`src/rtl/stream_dispatch_pkg.sv`:
```
// Shared types and constants for the stream dispatcher.
package stream_dispatch_pkg;

    typedef enum logic [1:0] {
        StIdle,
        StSend,
        StBcast
    } state_e;

    // Length substituted when a packet is requested with pkt_len == 0.
    localparam int unsigned PKT_LEN_ZERO_SUB = 1;

endpackage

```
`src/rtl/stream_dispatch_if.sv`:
```
// Multi-channel output stream: shared data/last, per-channel valid/ready.
interface stream_dispatch_if #(
    parameter int unsigned DATA_W = 8,
    parameter int unsigned NUM_CH = 5
);
    logic [DATA_W-1:0] m_tdata;
    logic [NUM_CH-1:0] m_tvalid;
    logic              m_tlast;
    logic [NUM_CH-1:0] m_tready;

    modport master (output m_tdata, output m_tvalid, output m_tlast, input m_tready);
    modport slave  (input m_tdata, input m_tvalid, input m_tlast, output m_tready);
endinterface

```
`src/rtl/stream_dispatch_fifo.sv`:
```
// Power-of-two FIFO with occupancy count, full/empty flags and sticky overflow.
module stream_dispatch_fifo #(
    parameter int unsigned DATA_W = 8,
    parameter int unsigned DEPTH  = 16,
    parameter int unsigned CNT_W  = $clog2(DEPTH) + 1
) (
    input  logic              clk,
    input  logic              rst,
    input  logic              push,
    input  logic [DATA_W-1:0] din,
    input  logic              pop,
    output logic [DATA_W-1:0] dout,
    output logic              full,
    output logic              empty,
    output logic [CNT_W-1:0]  count,
    output logic              overflow
);
    localparam int unsigned PTR_W = $clog2(DEPTH);

    logic [DATA_W-1:0] mem_q [DEPTH];
    logic [PTR_W-1:0]  wr_ptr_q, wr_ptr_d, rd_ptr_q, rd_ptr_d;
    logic [CNT_W-1:0]  count_q, count_d;
    logic              overflow_q, overflow_d;
    logic              wr_en, rd_en;

    assign full  = (count_q == CNT_W'(DEPTH));
    assign empty = (count_q == '0);
    assign wr_en = push & ~full;
    assign rd_en = pop & ~empty;

    // Pointers wrap naturally because DEPTH is a power of two.
    always_comb begin
        wr_ptr_d   = wr_ptr_q + PTR_W'(wr_en);
        rd_ptr_d   = rd_ptr_q + PTR_W'(rd_en);
        count_d    = count_q + CNT_W'(wr_en) - CNT_W'(rd_en);
        overflow_d = overflow_q | (push & full);
    end

    always_ff @(posedge clk or posedge rst) begin
        if (rst) begin
            wr_ptr_q   <= '0;
            rd_ptr_q   <= '0;
            count_q    <= '0;
            overflow_q <= 1'b0;
        end else begin
            wr_ptr_q   <= wr_ptr_d;
            rd_ptr_q   <= rd_ptr_d;
            count_q    <= count_d;
            overflow_q <= overflow_d;
        end
    end

    always_ff @(posedge clk) begin
        if (wr_en) begin
            mem_q[wr_ptr_q] <= din;
        end
    end

    assign dout     = mem_q[rd_ptr_q];
    assign count    = count_q;
    assign overflow = overflow_q;

endmodule

```
`src/rtl/stream_dispatch.sv`:
```
// FIFO-fed packet dispatcher steering beats to one of NUM_CH stream channels.
// Define STREAM_DISPATCH_BROADCAST_EN to enable broadcast of a packet to all channels.
module stream_dispatch
    import stream_dispatch_pkg::*;
#(
    parameter int unsigned DATA_W = 8,
    parameter int unsigned DEPTH  = 16,
    parameter int unsigned NUM_CH = 5,
    localparam int unsigned CNT_W = $clog2(DEPTH) + 1,
    localparam int unsigned SEL_W = $clog2(NUM_CH)
) (
    input  logic                      clk,
    input  logic                      rst,
    input  logic                      push,
    input  logic [DATA_W-1:0]         din,
    input  logic                      op_en,
    input  logic [SEL_W-1:0]          sel,
    input  logic [CNT_W-1:0]          pkt_len,
    input  logic                      bcast,
    stream_dispatch_if.master         m_axis,
    output logic                      full,
    output logic                      empty,
    output logic [CNT_W-1:0]          count,
    output logic                      overflow,
    output logic                      sel_err
);
    state_e            state_q, state_d;
    logic [SEL_W-1:0]  sel_q, sel_d;
    logic [CNT_W-1:0]  len_q, len_d;
    logic [CNT_W-1:0]  beat_q, beat_d;
    logic              sel_err_q, sel_err_d;
    logic [NUM_CH-1:0] valid;
    logic              pop;
    logic              last_beat;
    logic              bcast_req;
    logic              sel_bad;
    logic [DATA_W-1:0] fifo_dout;

`ifdef STREAM_DISPATCH_BROADCAST_EN
    logic [NUM_CH-1:0] done_q, done_d;
    logic [NUM_CH-1:0] hs_v;
    assign bcast_req = bcast;
`else
    logic unused_bcast;
    assign unused_bcast = bcast;
    assign bcast_req    = 1'b0;
`endif

    stream_dispatch_fifo #(
        .DATA_W (DATA_W),
        .DEPTH  (DEPTH),
        .CNT_W  (CNT_W)
    ) u_fifo (
        .clk      (clk),
        .rst      (rst),
        .push     (push),
        .din      (din),
        .pop      (pop),
        .dout     (fifo_dout),
        .full     (full),
        .empty    (empty),
        .count    (count),
        .overflow (overflow)
    );

    assign sel_bad   = (32'(sel) >= NUM_CH);
    assign last_beat = (beat_q == len_q - CNT_W'(1));

    always_comb begin
        state_d   = state_q;
        sel_d     = sel_q;
        len_d     = len_q;
        beat_d    = beat_q;
        sel_err_d = 1'b0;
        valid     = '0;
        pop       = 1'b0;
`ifdef STREAM_DISPATCH_BROADCAST_EN
        done_d    = done_q;
        hs_v      = '0;
`endif
        case (state_q)
            StIdle: begin
                if (op_en && !empty) begin
                    if (!bcast_req && sel_bad) begin
                        sel_err_d = 1'b1;
                    end else begin
                        sel_d   = sel;
                        len_d   = (pkt_len == '0) ? CNT_W'(PKT_LEN_ZERO_SUB) : pkt_len;
                        beat_d  = '0;
                        state_d = bcast_req ? StBcast : StSend;
                    end
                end
            end
            StSend: begin
                valid[sel_q] = ~empty;
                if (valid[sel_q] && m_axis.m_tready[sel_q]) begin
                    pop = 1'b1;
                    if (last_beat) begin
                        state_d = StIdle;
                    end else begin
                        beat_d = beat_q + CNT_W'(1);
                    end
                end
            end
`ifdef STREAM_DISPATCH_BROADCAST_EN
            StBcast: begin
                valid = {NUM_CH{~empty}} & ~done_q;
                hs_v  = valid & m_axis.m_tready;
                // The word retires only once every channel has taken it.
                if (!empty && (&(done_q | hs_v))) begin
                    pop    = 1'b1;
                    done_d = '0;
                    if (last_beat) begin
                        state_d = StIdle;
                    end else begin
                        beat_d = beat_q + CNT_W'(1);
                    end
                end else begin
                    done_d = done_q | hs_v;
                end
            end
`endif
            default: state_d = StIdle;
        endcase
    end

    always_ff @(posedge clk or posedge rst) begin
        if (rst) begin
            state_q   <= StIdle;
            sel_q     <= '0;
            len_q     <= CNT_W'(PKT_LEN_ZERO_SUB);
            beat_q    <= '0;
            sel_err_q <= 1'b0;
`ifdef STREAM_DISPATCH_BROADCAST_EN
            done_q    <= '0;
`endif
        end else begin
            state_q   <= state_d;
            sel_q     <= sel_d;
            len_q     <= len_d;
            beat_q    <= beat_d;
            sel_err_q <= sel_err_d;
`ifdef STREAM_DISPATCH_BROADCAST_EN
            done_q    <= done_d;
`endif
        end
    end

    assign m_axis.m_tvalid = valid;
    assign m_axis.m_tdata  = fifo_dout;
    assign m_axis.m_tlast  = (|valid) & last_beat;
    assign sel_err         = sel_err_q;

endmodule

```
`src/flat_wrapper.sv`:
```
// flat-port wrapper written by rule: the top's interface ports become plain ports
module stream_dispatch_flat import stream_dispatch_pkg::*;
#(
    parameter int unsigned DATA_W = 8,
    parameter int unsigned DEPTH  = 16,
    parameter int unsigned NUM_CH = 5,
    localparam int unsigned CNT_W = $clog2(DEPTH) + 1,
    localparam int unsigned SEL_W = $clog2(NUM_CH)
)
  (clk, rst, push, din, op_en, sel, pkt_len, bcast, full, empty, count, overflow, sel_err, m_axis_m_tdata, m_axis_m_tvalid, m_axis_m_tlast, m_axis_m_tready);
  stream_dispatch_if #(.DATA_W(DATA_W), .NUM_CH(NUM_CH)) m_axis_i ();
  input  logic clk;
  input  logic rst;
  input  logic push;
  input  logic [DATA_W-1:0] din;
  input  logic op_en;
  input  logic [SEL_W-1:0] sel;
  input  logic [CNT_W-1:0] pkt_len;
  input  logic bcast;
  output logic full;
  output logic empty;
  output logic [CNT_W-1:0] count;
  output logic overflow;
  output logic sel_err;
  output wire logic [$bits(m_axis_i.m_tdata)-1:0] m_axis_m_tdata;
  output wire logic [$bits(m_axis_i.m_tvalid)-1:0] m_axis_m_tvalid;
  output wire logic [$bits(m_axis_i.m_tlast)-1:0] m_axis_m_tlast;
  input wire logic [$bits(m_axis_i.m_tready)-1:0] m_axis_m_tready;
  assign m_axis_m_tdata = m_axis_i.m_tdata;
  assign m_axis_m_tvalid = m_axis_i.m_tvalid;
  assign m_axis_m_tlast = m_axis_i.m_tlast;
  assign m_axis_i.m_tready = m_axis_m_tready;
  stream_dispatch #(.DATA_W(DATA_W), .DEPTH(DEPTH), .NUM_CH(NUM_CH)) u_core (.clk(clk), .rst(rst), .push(push), .din(din), .op_en(op_en), .sel(sel), .pkt_len(pkt_len), .bcast(bcast), .m_axis(m_axis_i), .full(full), .empty(empty), .count(count), .overflow(overflow), .sel_err(sel_err));
endmodule
```
`config.mk`:
```
export PLATFORM = sky130hd
export DESIGN_NAME = stream_dispatch_flat
export DESIGN_NICKNAME = d
export VERILOG_FILES = /design/src/rtl/stream_dispatch_pkg.sv /design/src/rtl/stream_dispatch_if.sv /design/src/rtl/stream_dispatch_fifo.sv /design/src/rtl/stream_dispatch.sv /design/src/flat_wrapper.sv
export SDC_FILE = /design/constraint.sdc
export NUM_CORES = 1
export LEC_CHECK = 0
export CORE_MARGIN = 5
export CORE_UTILIZATION = 45
export DETAILED_ROUTE_END_ITERATION = 10
export PLACE_DENSITY_LB_ADDON = 0.15
export SYNTH_ARGS = -nofsm -noshare
export SYNTH_HDL_FRONTEND = slang
export SYNTH_SLANG_ARGS = --single-unit
```
`constraint.sdc`:
```
create_clock -name clk -period 2.6 [get_ports clk]
set_input_delay 0.65 -clock clk [delete_from_list [all_inputs] [get_ports clk]]
set_output_delay 0.65 -clock clk [all_outputs]
set_load 0.01 [all_outputs]
```
; Word-level counts from Yosys, hierarchy flattened
; Memory sizes are Yosys's and may differ from the RTL's.
; Index checks and enable logic that the tools add are counted.
[word_totals]
wordCells = 73
ram_bits = 128
mem_count = 1
in_bits = 26
out_inout_bits = 23
reg_bits = 30
[op_classes]
eq_ne = 8
add_sub_neg = 6
mux = 25
n_bitwise = 9
magnitude_cmp = 3
reduce_logical = 12
[memory_table]
columns = memory, words, width, read_ports, rd_clocked_by_memory_dff, write_ports, line
row1 = u_core.u_fifo.mem_q, 16, 8, 1, 0, 1, stream_dispatch_fifo.sv:20  ; logic [DATA_W-1:0] mem_q [DEPTH];
[ops]
columns = cell, n
row1 = 5-bit two-way mux, 6
row2 = 5-bit logical NOT, 2
row3 = 1-bit two-way mux, 10
row4 = 5-bit case mux with 2 select lines, 1
row5 = 4-bit by 1-bit adder with 4-bit output, 2
row6 = 2-bit two-way mux, 4
row7 = 1-bit binary-select mux with 3-bit select, 2
row8 = "2-bit by 1-bit != test with 1-bit output, second input constant", 3
row9 = 5-bit by 1-bit adder with 5-bit output, 1
row10 = "5-bit by 1-bit adder with 5-bit output, second input constant", 1
row11 = 5-bit bitwise AND, 1
row12 = 5-bit == test, 1
row13 = "5-bit == test, second input constant", 1
row14 = 5-bit AND reduction, 1
row15 = 5-bit OR reduction, 1
row16 = 5-bit by 1-bit subtractor with 5-bit output, 1
row17 = "5-bit by 1-bit subtractor with 5-bit output, second input constant", 1
row18 = 1-bit bitwise AND, 4
row19 = "3-bit by 4-bit less-than comparator with 1-bit output, second input constant", 1
row20 = "2-bit != test, second input constant", 2
row21 = 2-bit case mux with 2 select lines, 1
row22 = 4-bit AND reduction, 1
row23 = 1-bit demux with 3-bit select, 1
row24 = "3-bit by 1-bit >= comparator with 1-bit output, second input constant", 1
row25 = 9 further kinds, 13

; Depth between registers and ports, before layout
[logic_depth]
word_depth = 12
ltp_mapped = 15
depth_no_buf = 15

; Cells and area by module
; From an unflattened synthesis, not the netlist that was laid out.
[unflattened]
hier_cells = 405
area_unflattened_um2 = 6686.4
[modules_own_cells]
columns = module, instances, area_each_um2, seq_area_each_um2, cells_per_inst
row1 = stream_dispatch_fifo, 1, 5766.8, 4194.0, 312
row2 = stream_dispatch, 1, 919.6, 376.6, 93

; Least setup slack after synthesis
; Ideal clock, no wire load.
[synth_timing]
path_kind = reg-to-reg
start = reg u_core.u_fifo.count_q[3], in the netlist u_core.u_fifo.count[3]
end = reg u_core.u_fifo.count_q[4], in the netlist u_core.u_fifo.count[4]
path_buffers = 0
required_ns = 2.475
synth_period_minus_slack_ns = 2.717
path_slack_ns = -0.117
stages_incl_launch_ff = 16
setup_ns = 0.125
arrival_ns = 2.592
path_cell_list = dfrtp_1 > inv_1 > ha_1 > or4b_4 > nand2_2 > nor3_2 > ha_1 > inv_1 > ha_1 > inv_1 > fa_1 > inv_1 > a21oi_1 > nor2_1 > nor2_1 > xnor2_1
[synth_via]
elab_chain_cells = 10
elab_cells_between_ends = 14
classes_between = add/sub (2) / eq/ne (1) / mux (4) / bitwise (5) / reduce/logical (2)
[synth_lines]
columns = item, line
row1 = start: declaration, stream_dispatch_fifo.sv:22  ; logic [CNT_W-1:0] count_q, count_d;
row2 = start signal: assignment, stream_dispatch_fifo.sv:48  ; count_q <= count_d;
row3 = 5-bit logical NOT, stream_dispatch_fifo.sv:27  ; assign empty = (count_q == '0);
row4 = 1-bit NOT, "stream_dispatch_fifo.sv:29, stream_dispatch.sv:95"
row5 = 5-bit bitwise AND (no line), --
row6 = 1-bit binary-select mux with 3-bit select, stream_dispatch.sv:96  ; if (valid[sel_q] && m_axis.m_tready[sel_q]) begin
row7 = 1-bit two-way mux (implied by the code), stream_dispatch.sv:96
row8 = 1-bit logical AND, stream_dispatch.sv:96
row9 = 1-bit two-way mux, stream_dispatch.sv:96
row10 = 1-bit two-way mux, stream_dispatch.sv:81  ; case (state_q)
row11 = 1-bit bitwise AND, stream_dispatch_fifo.sv:29  ; assign rd_en = pop & ~empty;
row12 = 5-bit by 1-bit subtractor with 5-bit output *, stream_dispatch_fifo.sv:35  ; count_d = count_q + CNT_W'(wr_en) - CNT_W'(rd_en);
row13 = via u_core.u_fifo.count_d[4], stream_dispatch_fifo.sv:22
; Mark *: on every way through the listed nets, which the timed path passes. The rest lies on a longest branch. The select of a mux whose other input is x is not followed.
; A chain may end at the register's enable or synchronous reset.

; Worst setup path after layout
[layout_timing]
start = reg u_core.u_fifo.rd_ptr_q[0]
end = out m_axis_m_tdata[3]
[layout_via]
elab_chain_cells = 1
[layout_lines]
columns = item, line
row1 = start: declaration, stream_dispatch_fifo.sv:21  ; logic [PTR_W-1:0] wr_ptr_q, wr_ptr_d, rd_ptr_q, rd_ptr_d;
row2 = start signal: assignment, stream_dispatch_fifo.sv:47  ; rd_ptr_q <= rd_ptr_d;
row3 = memory read 16 x 8 bit, --
row4 = end: declaration, flat_wrapper.sv:25  ; output wire logic [$bits(m_axis_i.m_tdata)-1:0] m_axis_m_tdata;
; No other way between the ends.

==> flow_summary.json <==
{
  "gp_congestion": 0.761,
  "synth_ff_type": "edfxtp_1",
  "rr_worst_depth": 16,
  "hold_start": "u_core.u_fifo.overflow$_DFF_PP0_",
  "routed_wl_mm": 14.0,
  "power_density_nw_per_um2": 1180,
  "yosys.area.top_type": "edfxtp_1",
  "whs_path_depth": 1,
  "grt_max_degree": 30,
  "hold_end": "u_core.u_fifo.overflow$_DFF_PP0_",
  "drt_first_pass_iters": 4,
  "cp_max_fo": 8,
  "cts_buffers": 17,
  "drtAntennaViolNets": 0,
  "io_pins": 49,
  "die_y_um": 131,
  "rr_startpoint": "u_core.u_fifo.count[3]$_DFF_PP0_",
  "fin_skew_ps": 8.09,
  "syn-num-nets": 385,
  "dp.cells": 612,
  "grt_first_pass_wirelength_mm": 21.8,
  "grtUsageTotal_pct": 16.6,
  "clk_pin_slew_ps": 60,
  "slew_headroom_pct": 56.7,
  "routedWlPerCell_um": 21.3,
  "io_buffers": 47,
  "synthCells": 346,
  "die_w_um": 131,
  "drc": 0,
  "dieArea_um2": 17300,
  "outcome": "finished, violations left",
  "holdBufCountCts": 0,
  "start_kind": "flip-flop",
  "setup_tns_ps": -2710,
  "globalRouteOverflowTotal": 0,
  "setup_violations": 10,
  "clockBufferDepth": 2,
  "vdd_ir_drop_max_mv": 0.728,
  "ys_seq_area_share_pct": 69.0,
  "place_area_um2": 7640,
  "dpl.hpwl_mm": 8.80,
  "min_period_ps": 2910,
  "place_ws_ps": -508,
  "worst_pin_slew_ps": 648,
  "rows": 44,
  "start_util_pct": 45.8,
  "antenna_found_initial": 0,
  "cts_tree": "built",
  "finalPower_mw": 9.80,
  "regToRegSetupSlack_ps": -70,
  "grt_pass1_vias": 3711,
  "drt_iter0_markers": 246,
  "rsz0062_at_grt": "true",
  "num_vias": 3511,
  "antenna_cells": 0,
  "violations": "negative setup slack",
  "cts-root-buf": "clkbuf_16",
  "critical_path_class": "flip-flop to primary output",
  "ys_ff_latch": 157,
  "clock.fmax_mhz": 343,
  "clk_latency_ps": 410,
  "slew_viol_final": 0,
  "layout-drive-gt1-share_pct": 36.9,
  "syn_area_per_cell_um2": 19.2,
  "final_area_um2": 8310,
  "final_nets": 498,
  "setup_ws_ps": -314,
  "syn_area_um2": 6630,
  "instances_no_fill": 655,
  "core_region_area_um2": 14500,
  "area_growth_pct": 25.5,
  "crit_path_start": "u_core.u_fifo.rd_ptr_q[0]$_DFF_PP0_",
  "ys_types": 44,
  "clkSinkCount": 157,
  "yosys_warnings": 0,
  "setup.worst_path.end_class": "primary output",
  "maxCapViolations": 0,
  "synth_area_leaders": "edfxtp_1 58%, mux4_1 11%, dfrtp_1 11%",
  "critical_path_required_ps": 1950,
  "leakagePower_nw": 3.08,
  "synth_edf_count": 128,
  "yosys.area.top_type_share_pct": 58.0,
  "hp-class": "flip-flop to flip-flop",
  "min_period_over_period_pct": 112,
  "vias_per_cell": 5.36,
  "arrival_ps": 2260,
  "hold_viol": 0,
  "cts-htree-levels": 4,
  "synthArstFlopShare_pct": 18.5,
  "r2r-end": "u_core.u_fifo.count[4]$_DFF_PP0_"
}
## cells by family after synthesis
group,count (synthesis),share of synthesized area (%)
AO/OA/AOI/OAI,14,1.53
XOR/XNOR,14,1.85
adder cells (fa/ha/maj),13,2.57
buffers and inverters,30,2.55
flip-flops,157,69.0
multiplexers,52,17.1
AND/OR/NAND/NOR,66,5.40
## power by group
part / total [mW] / switching (mW) / leakage, nW / internal, mW
Sequential: 3.46 / 0.287 / 1.50 / 3.17
Combinational: 3.94 / 1.79 / 1.29 / 2.16
Clock: 2.41 / 0.920 / 0.283 / 1.49
## layout make-up
cell class	instances	area, µm²
multi-input cells	159	1880
clock inverters	14	150
clock buffers	17	425
flip-flops and latches	157	4570
fillers	1130	6170
well taps	184	230
inverters	15	56.3
repair buffers	109	1000
## synth_stat cells (2+ instances only)
master	instances
a21o_1	2
inv_1	15
edfxtp_1	128
buf_6	4
nand3b_1	2
xnor2_1	8
and3_1	2
nor4_1	4
ha_1	12
nor3_1	7
dfrtp_1	28
mux2i_1	5
xor2_1	6
buf_8	2
mux2_2	6
mux4_1	28
nand2b_1	5
nand3_1	7
nor2_1	20
clkbuf_1	7
a21oi_1	5
mux4_2	12
nand2_1	9
nor4b_1	2
## through the flow
stage          hold slack, ps  util [%]
2_1_floorplan             465         -
3_3_place_gp              443      52.8
3_5_place_dp              447      52.8
4_1_cts                   471      57.0
5_1_grt                   492      57.4
6_report                  466      57.4
## sequential cells by signal (all words and copies together) (netlist names)
signal                  cells
u_core.u_fifo.mem_q       128
u_core.beat_q               5
u_core.len_q                5
u_core.u_fifo.count         5
u_core.u_fifo.rd_ptr_q      4
u_core.u_fifo.wr_ptr_q      4
u_core.sel_q                3
u_core.sel_err              1
u_core.state_q              1
u_core.u_fifo.overflow      1
## layer usage
layer	routed length [µm]	global-route usage, %
met1	6360	24.3
met2	6860	25.3
met3	643	3.90
met4	85	4.63
met5	0	0
## worst max-delay path by stage
stage / cells past startpoint / slack (ps) / endpoint
after global routing: 5 / -380 / m_axis_m_tdata[4]
final: 5 / -310 / m_axis_m_tdata[3]
after detailed placement: 14 / -510 / u_core.u_fifo.count[4]$_DFF_PP0_
after floorplan: 15 / -30 / u_core.u_fifo.count[4]$_DFF_PP0_
after CTS: 6 / -410 / m_axis_m_tdata[7]
after global placement: 14 / -470 / u_core.u_fifo.count[4]$_DFF_PP0_
## worst max-delay path, stage by stage, from the launching register on
cell and delay, ps:
dfrtp_2 400, buf_4 140, buf_12 140, mux4_2 540
mux4_2 490, buf_6 140
## repair_timing
action / CTS / global route
pin swaps: 3 / 5
gates resized for setup: 106 / 20
setup buffers: 5 / 6
cloned: 3 / 0
endpoints found under the hold margin: 0 / 0
setup endpoints to repair: 16 / 17
## cells in the final DEF (no fill, tap or decap), drive strengths merged, types with 3 or more instances in the layout
cell type and n:
clkinv 9, nand2b 5, nor2 20, mux2 7, inv 16, nor4 4
nand3 7, buf 77, dfrtp 28, mux2i 5, bufinv 3, nand3b 3
clkbuf 17, nor3 8, xnor2 8, mux4 40, nand2 10, xor2 6
a21oi 5, clkdlybuf4s50 31, ha 12, edfxtp 128
(Power assumes the default switching activity.)
